## config.mk

```make
export PLATFORM = sky130hd
export DESIGN_NAME = control_sequencer
export DESIGN_NICKNAME = d
export VERILOG_FILES = /design/src/rtl/cpu_pkg.sv /design/src/rtl/microcode_rom.sv /design/src/rtl/control_sequencer.sv
export SDC_FILE = /design/constraint.sdc
export NUM_CORES = 1
export LEC_CHECK = 0
export BUFFER_PORTS_ARGS = -buffer_cell sky130_fd_sc_hd__buf_4
export CAP_MARGIN = 15
export CORE_MARGIN = 2
export CORE_UTILIZATION = 38
export DETAILED_ROUTE_END_ITERATION = 10
export PLACE_DENSITY = 0.8
export SKIP_CTS_REPAIR_TIMING = 1
export SLEW_MARGIN = 20
export SYNTH_ARGS = -nofsm -noshare
export SYNTH_HDL_FRONTEND = slang
export SYNTH_SLANG_ARGS = --single-unit
```

## constraint.sdc

```tcl
create_clock -name CLK -period 1.5 [get_ports CLK]
set_input_delay 0.375 -clock CLK [delete_from_list [all_inputs] [get_ports CLK]]
set_output_delay 0.375 -clock CLK [all_outputs]
set_load 0.02 [all_outputs]
```

## src/rtl/cpu_pkg.sv

```systemverilog
// cpu_pkg: shared definitions for the 8-bit bus computer control path.
//   - opcode constants (IR high nibble)
//   - T-state enumeration used by the sequencer counter
//   - control-word bit indices, shared by the sequencer, the register file
//     and any bench that inspects the strobes
package cpu_pkg;

    localparam int OPW_DEF = 4;
    localparam int TW_DEF  = 3;
    localparam int CW_W    = 16;

    localparam logic [3:0] OP_NOP = 4'h0;
    localparam logic [3:0] OP_LDA = 4'h1;
    localparam logic [3:0] OP_ADD = 4'h2;
    localparam logic [3:0] OP_SUB = 4'h3;
    localparam logic [3:0] OP_STA = 4'h4;
    localparam logic [3:0] OP_LDI = 4'h5;
    localparam logic [3:0] OP_JMP = 4'h6;
    localparam logic [3:0] OP_JC  = 4'h7;
    localparam logic [3:0] OP_JZ  = 4'h8;
    localparam logic [3:0] OP_OUT = 4'hE;
    localparam logic [3:0] OP_HLT = 4'hF;

    // Encodings 5..7 are illegal; the sequencer recovers to T0 from them.
    typedef enum logic [2:0] {
        T0 = 3'd0,
        T1 = 3'd1,
        T2 = 3'd2,
        T3 = 3'd3,
        T4 = 3'd4
    } tstate_e;

    // Control-word bit positions.
    localparam int CW_PC_OE    = 0;
    localparam int CW_PC_INC   = 1;
    localparam int CW_PC_LOAD  = 2;
    localparam int CW_MAR_WE   = 3;
    localparam int CW_RAM_OE   = 4;
    localparam int CW_RAM_WE   = 5;
    localparam int CW_IR_WE    = 6;
    localparam int CW_IR_OE    = 7;
    localparam int CW_A_WE     = 8;
    localparam int CW_A_OE     = 9;
    localparam int CW_B_WE     = 10;
    localparam int CW_ALU_OE   = 11;
    localparam int CW_ALU_SUB  = 12;
    localparam int CW_FLAG_WE  = 13;
    localparam int CW_OUT_WE   = 14;
    localparam int CW_HLT      = 15;

    typedef logic [CW_W-1:0] cw_t;

    // One-hot control word with only bit idx set.
    function automatic cw_t cw_bit(input int idx);
        cw_t w;
        w = '0;
        w[idx] = 1'b1;
        return w;
    endfunction

endpackage

```

## src/rtl/microcode_rom.sv

```systemverilog
// microcode_rom: purely combinational microcode table.
//   Inputs : tstate (current T-state), opcode (IR[7:4]), cf, zf (flags)
//   Outputs: cw (control word, bit layout from cpu_pkg),
//            last_step (this T-state is the final step of the instruction)
// Fetch steps T0/T1 ignore opcode and flags. Illegal T-states and steps an
// opcode does not use produce an all-zero word and flag last_step so the
// sequencer falls back to T0.
import cpu_pkg::*;

module microcode_rom #(
    parameter int OPW = OPW_DEF
) (
    input  tstate_e          tstate,
    input  logic [OPW-1:0]   opcode,
    input  logic             cf,
    input  logic             zf,
    output cw_t              cw,
    output logic             last_step
);

    always_comb begin
        cw        = '0;
        last_step = 1'b0;
        case (tstate)
            T0: cw = cw_bit(CW_PC_OE) | cw_bit(CW_MAR_WE);
            T1: cw = cw_bit(CW_RAM_OE) | cw_bit(CW_IR_WE) | cw_bit(CW_PC_INC);
            T2: begin
                last_step = 1'b1;
                case (opcode)
                    OPW'(OP_LDA), OPW'(OP_ADD), OPW'(OP_SUB), OPW'(OP_STA): begin
                        cw        = cw_bit(CW_IR_OE) | cw_bit(CW_MAR_WE);
                        last_step = 1'b0;
                    end
                    OPW'(OP_LDI): cw = cw_bit(CW_IR_OE) | cw_bit(CW_A_WE);
                    OPW'(OP_JMP): cw = cw_bit(CW_IR_OE) | cw_bit(CW_PC_LOAD);
                    OPW'(OP_JC):  cw = cw_bit(CW_IR_OE) | (cf ? cw_bit(CW_PC_LOAD) : '0);
                    OPW'(OP_JZ):  cw = cw_bit(CW_IR_OE) | (zf ? cw_bit(CW_PC_LOAD) : '0);
                    OPW'(OP_OUT): cw = cw_bit(CW_A_OE) | cw_bit(CW_OUT_WE);
                    OPW'(OP_HLT): cw = cw_bit(CW_HLT);
                    default:      cw = '0;  // NOP and undefined opcodes
                endcase
            end
            T3: begin
                last_step = 1'b1;
                case (opcode)
                    OPW'(OP_LDA): cw = cw_bit(CW_RAM_OE) | cw_bit(CW_A_WE);
                    OPW'(OP_ADD), OPW'(OP_SUB): begin
                        cw        = cw_bit(CW_RAM_OE) | cw_bit(CW_B_WE);
                        last_step = 1'b0;
                    end
                    OPW'(OP_STA): cw = cw_bit(CW_A_OE) | cw_bit(CW_RAM_WE);
                    default:      cw = '0;
                endcase
            end
            T4: begin
                last_step = 1'b1;
                case (opcode)
                    OPW'(OP_ADD): cw = cw_bit(CW_ALU_OE) | cw_bit(CW_A_WE) | cw_bit(CW_FLAG_WE);
                    OPW'(OP_SUB): cw = cw_bit(CW_ALU_OE) | cw_bit(CW_A_WE) | cw_bit(CW_FLAG_WE)
                                     | cw_bit(CW_ALU_SUB);
                    default:      cw = '0;
                endcase
            end
            default: begin
                cw        = '0;
                last_step = 1'b1;
            end
        endcase
    end

endmodule

```

## src/rtl/control_sequencer.sv

```systemverilog
// control_sequencer: T-state counter and halt logic for the 8-bit bus computer.
//   CLK, RESET_N (async active-low), EN (step enable)
//   OPCODE (IR[7:4]), CF, ZF (flags)
//   PC_OE/PC_INC/PC_LOAD, MAR_WE, RAM_OE/RAM_WE, IR_WE/IR_OE,
//   A_WE/A_OE/B_WE, ALU_OE/ALU_SUB/FLAG_WE, OUT_WE: bus register strobes
//   HLT: halted indicator; TSTATE: current T-state (debug)
// Strobes are decoded combinationally from the registered T-state and halted
// bit via microcode_rom. At most one *_OE is ever active, so this block is
// the bus arbiter.
import cpu_pkg::*;

module control_sequencer #(
    parameter int OPW = OPW_DEF,
    parameter int TW  = TW_DEF
) (
    input  logic           CLK,
    input  logic           RESET_N,
    input  logic           EN,
    input  logic [OPW-1:0] OPCODE,
    input  logic           CF,
    input  logic           ZF,
    output logic           PC_OE,
    output logic           PC_INC,
    output logic           PC_LOAD,
    output logic           MAR_WE,
    output logic           RAM_OE,
    output logic           RAM_WE,
    output logic           IR_WE,
    output logic           IR_OE,
    output logic           A_WE,
    output logic           A_OE,
    output logic           B_WE,
    output logic           ALU_OE,
    output logic           ALU_SUB,
    output logic           FLAG_WE,
    output logic           OUT_WE,
    output logic           HLT,
    output logic [TW-1:0]  TSTATE
);

    tstate_e state_q, state_d;
    logic    halted_q, halted_d;
    cw_t     rom_cw, cw_out;
    logic    last_step;

    microcode_rom #(.OPW(OPW)) u_rom (
        .tstate    (state_q),
        .opcode    (OPCODE),
        .cf        (CF),
        .zf        (ZF),
        .cw        (rom_cw),
        .last_step (last_step)
    );

    always_ff @(posedge CLK or negedge RESET_N) begin
        if (!RESET_N) begin
            state_q  <= T0;
            halted_q <= 1'b0;
        end else begin
            state_q  <= state_d;
            halted_q <= halted_d;
        end
    end

    always_comb begin
        state_d  = state_q;
        halted_d = halted_q;
        cw_out   = '0;

        if (EN && !halted_q) begin
            case (state_q)
                T0: state_d = T1;
                T1: state_d = T2;
                T2: begin
                    if (!last_step) begin
                        state_d = T3;
                    end else if (OPCODE == OPW'(OP_HLT)) begin
                        // Park in T2 with the halted bit set; only reset leaves.
                        halted_d = 1'b1;
                    end else begin
                        state_d = T0;
                    end
                end
                T3:      state_d = last_step ? T0 : T4;
                T4:      state_d = T0;
                default: state_d = T0;
            endcase
        end

        // Gating with RESET_N kills every strobe the instant reset asserts,
        // rather than showing the T0 fetch word while reset is held.
        if (RESET_N) begin
            cw_out = halted_q ? cw_bit(CW_HLT) : rom_cw;
        end
    end

    assign PC_OE   = cw_out[CW_PC_OE];
    assign PC_INC  = cw_out[CW_PC_INC];
    assign PC_LOAD = cw_out[CW_PC_LOAD];
    assign MAR_WE  = cw_out[CW_MAR_WE];
    assign RAM_OE  = cw_out[CW_RAM_OE];
    assign RAM_WE  = cw_out[CW_RAM_WE];
    assign IR_WE   = cw_out[CW_IR_WE];
    assign IR_OE   = cw_out[CW_IR_OE];
    assign A_WE    = cw_out[CW_A_WE];
    assign A_OE    = cw_out[CW_A_OE];
    assign B_WE    = cw_out[CW_B_WE];
    assign ALU_OE  = cw_out[CW_ALU_OE];
    assign ALU_SUB = cw_out[CW_ALU_SUB];
    assign FLAG_WE = cw_out[CW_FLAG_WE];
    assign OUT_WE  = cw_out[CW_OUT_WE];
    assign HLT     = cw_out[CW_HLT];
    assign TSTATE  = TW'(state_q);

endmodule

```

==> flow_summary.json <==
{
  "status": "finished, violations left",
  "violations": "setup timing",
  "worst-r2r-setup-slack_ns": 0.07,
  "ys.flop_type": "dfrtp_1",
  "drtPass1Iterations": 4,
  "cellPowerDensity_mw_per_mm2": 1300,
  "cts-htree-levels": 1,
  "cp_slowest_cell": "or4b_4",
  "vdd_drop_max_mv": 1.15,
  "portBuffers": 27,
  "netlist_area_um2": 527,
  "synth_area_leaders": "dfrtp_1, nor2_1, nand2_1, nor3_1, buf_4",
  "track_usage_pct": 21.8,
  "seqPwrFrac_pct": 14.5,
  "globalplace.congestion": 0.879,
  "wl_met2_um": 1240,
  "layout-drive-gt1-share_pct": 69.7,
  "combPwrFrac_pct": 74.3,
  "crit_buf_inv": 1,
  "synth.avg_cell_area_um2": 7.53,
  "maxSlewHeadroom_pct": 81.6,
  "yosysWarningCount": 0,
  "cp_data_required_time_ns": 1.12,
  "root_buffer": "clkbuf_4",
  "die_x_um": 41.2,
  "cts_sinks": 4,
  "synthArstFlopShare_pct": 100,
  "io_pins": 28,
  "top_layer_used": "met4",
  "antenna_left": 0,
  "synth_top_area_cell": "dfrtp_1",
  "instances_no_fill": 134,
  "synth_edf_count": 0,
  "worst-r2r-cell-count": 5,
  "path_depth": 4,
  "synth_seq_area_share_pct": 19.0,
  "diodes": 0,
  "p_sw_share_pct": 44.4,
  "fp.dieH_um": 41.2,
  "start_util_pct": 40.5,
  "max-cap-violations": 0,
  "netlist_top_cells_count": "nor2_1, nand2_1, nor3_1",
  "hold_class": "in2async",
  "clock_latency_ns": 0.24,
  "core_mm2": 0.00130,
  "setup_violations": 16,
  "wl_per_cell_um": 17.4,
  "worstSetupStartpointType": "flop",
  "worstPathMaxFanout": 2,
  "dieArea_mm2": 0.00170,
  "routed_wl_um": 2330,
  "hold_viol_final": 0,
  "leakagePower_nw": 0.491,
  "clkTransAtPathRegs_ns": 0.05,
  "worst_pin_slew_ns": 0.274,
  "clock_power_share_pct": 11.2,
  "final_util_pct": 82.8,
  "p_switching_mw": 0.620,
  "fmax_ghz": 0.519,
  "cts_tree": "yes",
  "grt_pass1_vias": 591,
  "vias_per_cell": 5.60,
  "synth.most_common_cell": "nor2_1",
  "p_int_mw": 0.776,
  "grt.overflow.total": 0,
  "clockBufferDepth": 2,
  "end_kind": "output port",
  "syn_nets": 79,
  "rsz0062_at_grt": "true",
  "r2r_end": "TSTATE[0]$_DFFE_PN0P_",
  "grt_pass1_wl_um": 2430,
  "numCtsBuffers": 3,
  "area_growth_pct": 105,
  "min_period_ns": 1.93,
  "path_delay_family": "simple AND/OR/NAND/NOR gates",
  "worst_ep_arrival_time_ns": 1.55,
  "grt_antenna_before_repair": 0,
  "critical_path.startpoint": "halted_q$_DFFE_PN0P_",
  "place_inst": 129,
  "dr_wl_met3_um": 83,
  "setup_slack_ns": -0.426,
  "path_cells": "nor2b_2 -> or4b_4 -> a21oi_4 -> buf_6",
  "slew_violations": 0,
  "wl_met1_um": 889,
  "yosysUniqueCellTypes": 35,
  "route.vias.total": 750,
  "worstSetupEndpoint": "PC_LOAD",
  "drc": 0,
  "yosysTopAreaCellShare_pct": 19.0,
  "drt_iter0_drc": 8,
  "cp_slowest_stage_delay_ns": 0.52,
  "path_class": "reg2out",
  "dp_hpwl_um": 1370,
  "final_net_count": 129,
  "grt_max_degree": 11,
  "ys_ff_latch": 4,
  "fin_crit_sh_pct": 128,
  "syn_inst": 70,
  "clock_skew_ns": 0.00425,
  "reg2reg_from": "TSTATE[1]$_DFFE_PN0P_",
  "rows": 13
}
[kinds of logic after synthesis]
kind of cell | after synthesis | share of synthesized area (%)
buffers and inverters | 9 | 10.5
AND/OR/NAND/NOR | 40 | 46.1
XOR/XNOR | 2 | 3.33
AO/OA/AOI/OAI | 15 | 21.1
flip-flops | 4 | 19.0
[layout make-up]
type	count	area, µm²
Tap cell	15	18.8
Timing Repair Buffer	53	458
Inverter	1	3.75
Clock buffer	4	26.3
Multi-Input combinational cell	57	467
Fill cell	83	224
Sequential cell	4	104
[worst reg2reg max path, delay by kind of cell, from the launching register on]
family	cells	cell delay [ns]
AOI/OAI and AO/OA	2	0.49
buffers and inverters	3	0.42
DFF	1	0.41
[sequential cells by signal (all words and copies together) (netlist names)]
signal	flops
halted_q	1
TSTATE	3
[power by group through the flow]
| stage | clock network [mW] | logic [mW] | registers [mW] |
|---|---|---|---|
| final | 0.156 | 1.04 | 0.203 |
| after global routing | 0.162 | 1.09 | 0.205 |
| after CTS | 0.157 | 0.887 | 0.193 |
| after detailed placement | 0 | 0.884 | 0.194 |
| after global placement | 0 | 0.860 | 0.195 |
| after floorplan | 0 | 0.468 | 0.223 |
[per-stage QoR]
stage	total power, mW	instance area [µm²]	setup TNS (ns)	hold slack, ns	worst slack, ns
after floorplan	0.691	629	-1.03	0.0794	-0.187
after global placement	1.06	966	-1.86	0.267	-0.241
after detailed placement	1.08	966	-2.02	0.270	-0.246
after CTS	1.24	992	-4.74	0.0165	-0.417
after global routing	1.46	1080	-6.06	0.0381	-0.477
final	1.40	1080	-5.20	0.0413	-0.426
[cells in the final DEF (no fill, tap or decap), drive strengths merged, types with 3 or more instances in the layout]
master   n
a21oi    3
buf     53
clkbuf   4
dfrtp    4
nand2    7
nand3b   3
nor2     9
nor3     5
o21ai    3
[routing by layer]
layer,track usage (%),up-vias
li1,-,351
met2,37.9,28
met1,25.2,361
met5,0,-
met3,5.43,10
met4,8.87,0
[how the worst min path moves through the flow]
stage | from | end | slack [ns]
6_report | RESET_N | TSTATE[0]$_DFFE_PN0P_ | 0.04
5_1_grt | RESET_N | TSTATE[1]$_DFFE_PN0P_ | 0.04
4_1_cts | RESET_N | TSTATE[0]$_DFFE_PN0P_ | 0.02
3_5_place_dp | RESET_N | halted_q$_DFFE_PN0P_ | 0.27
3_3_place_gp | RESET_N | halted_q$_DFFE_PN0P_ | 0.27
2_1_floorplan | RESET_N | TSTATE[0]$_DFFE_PN0P_ | 0.08
Note: power is estimated with default switching activity, not from simulation.
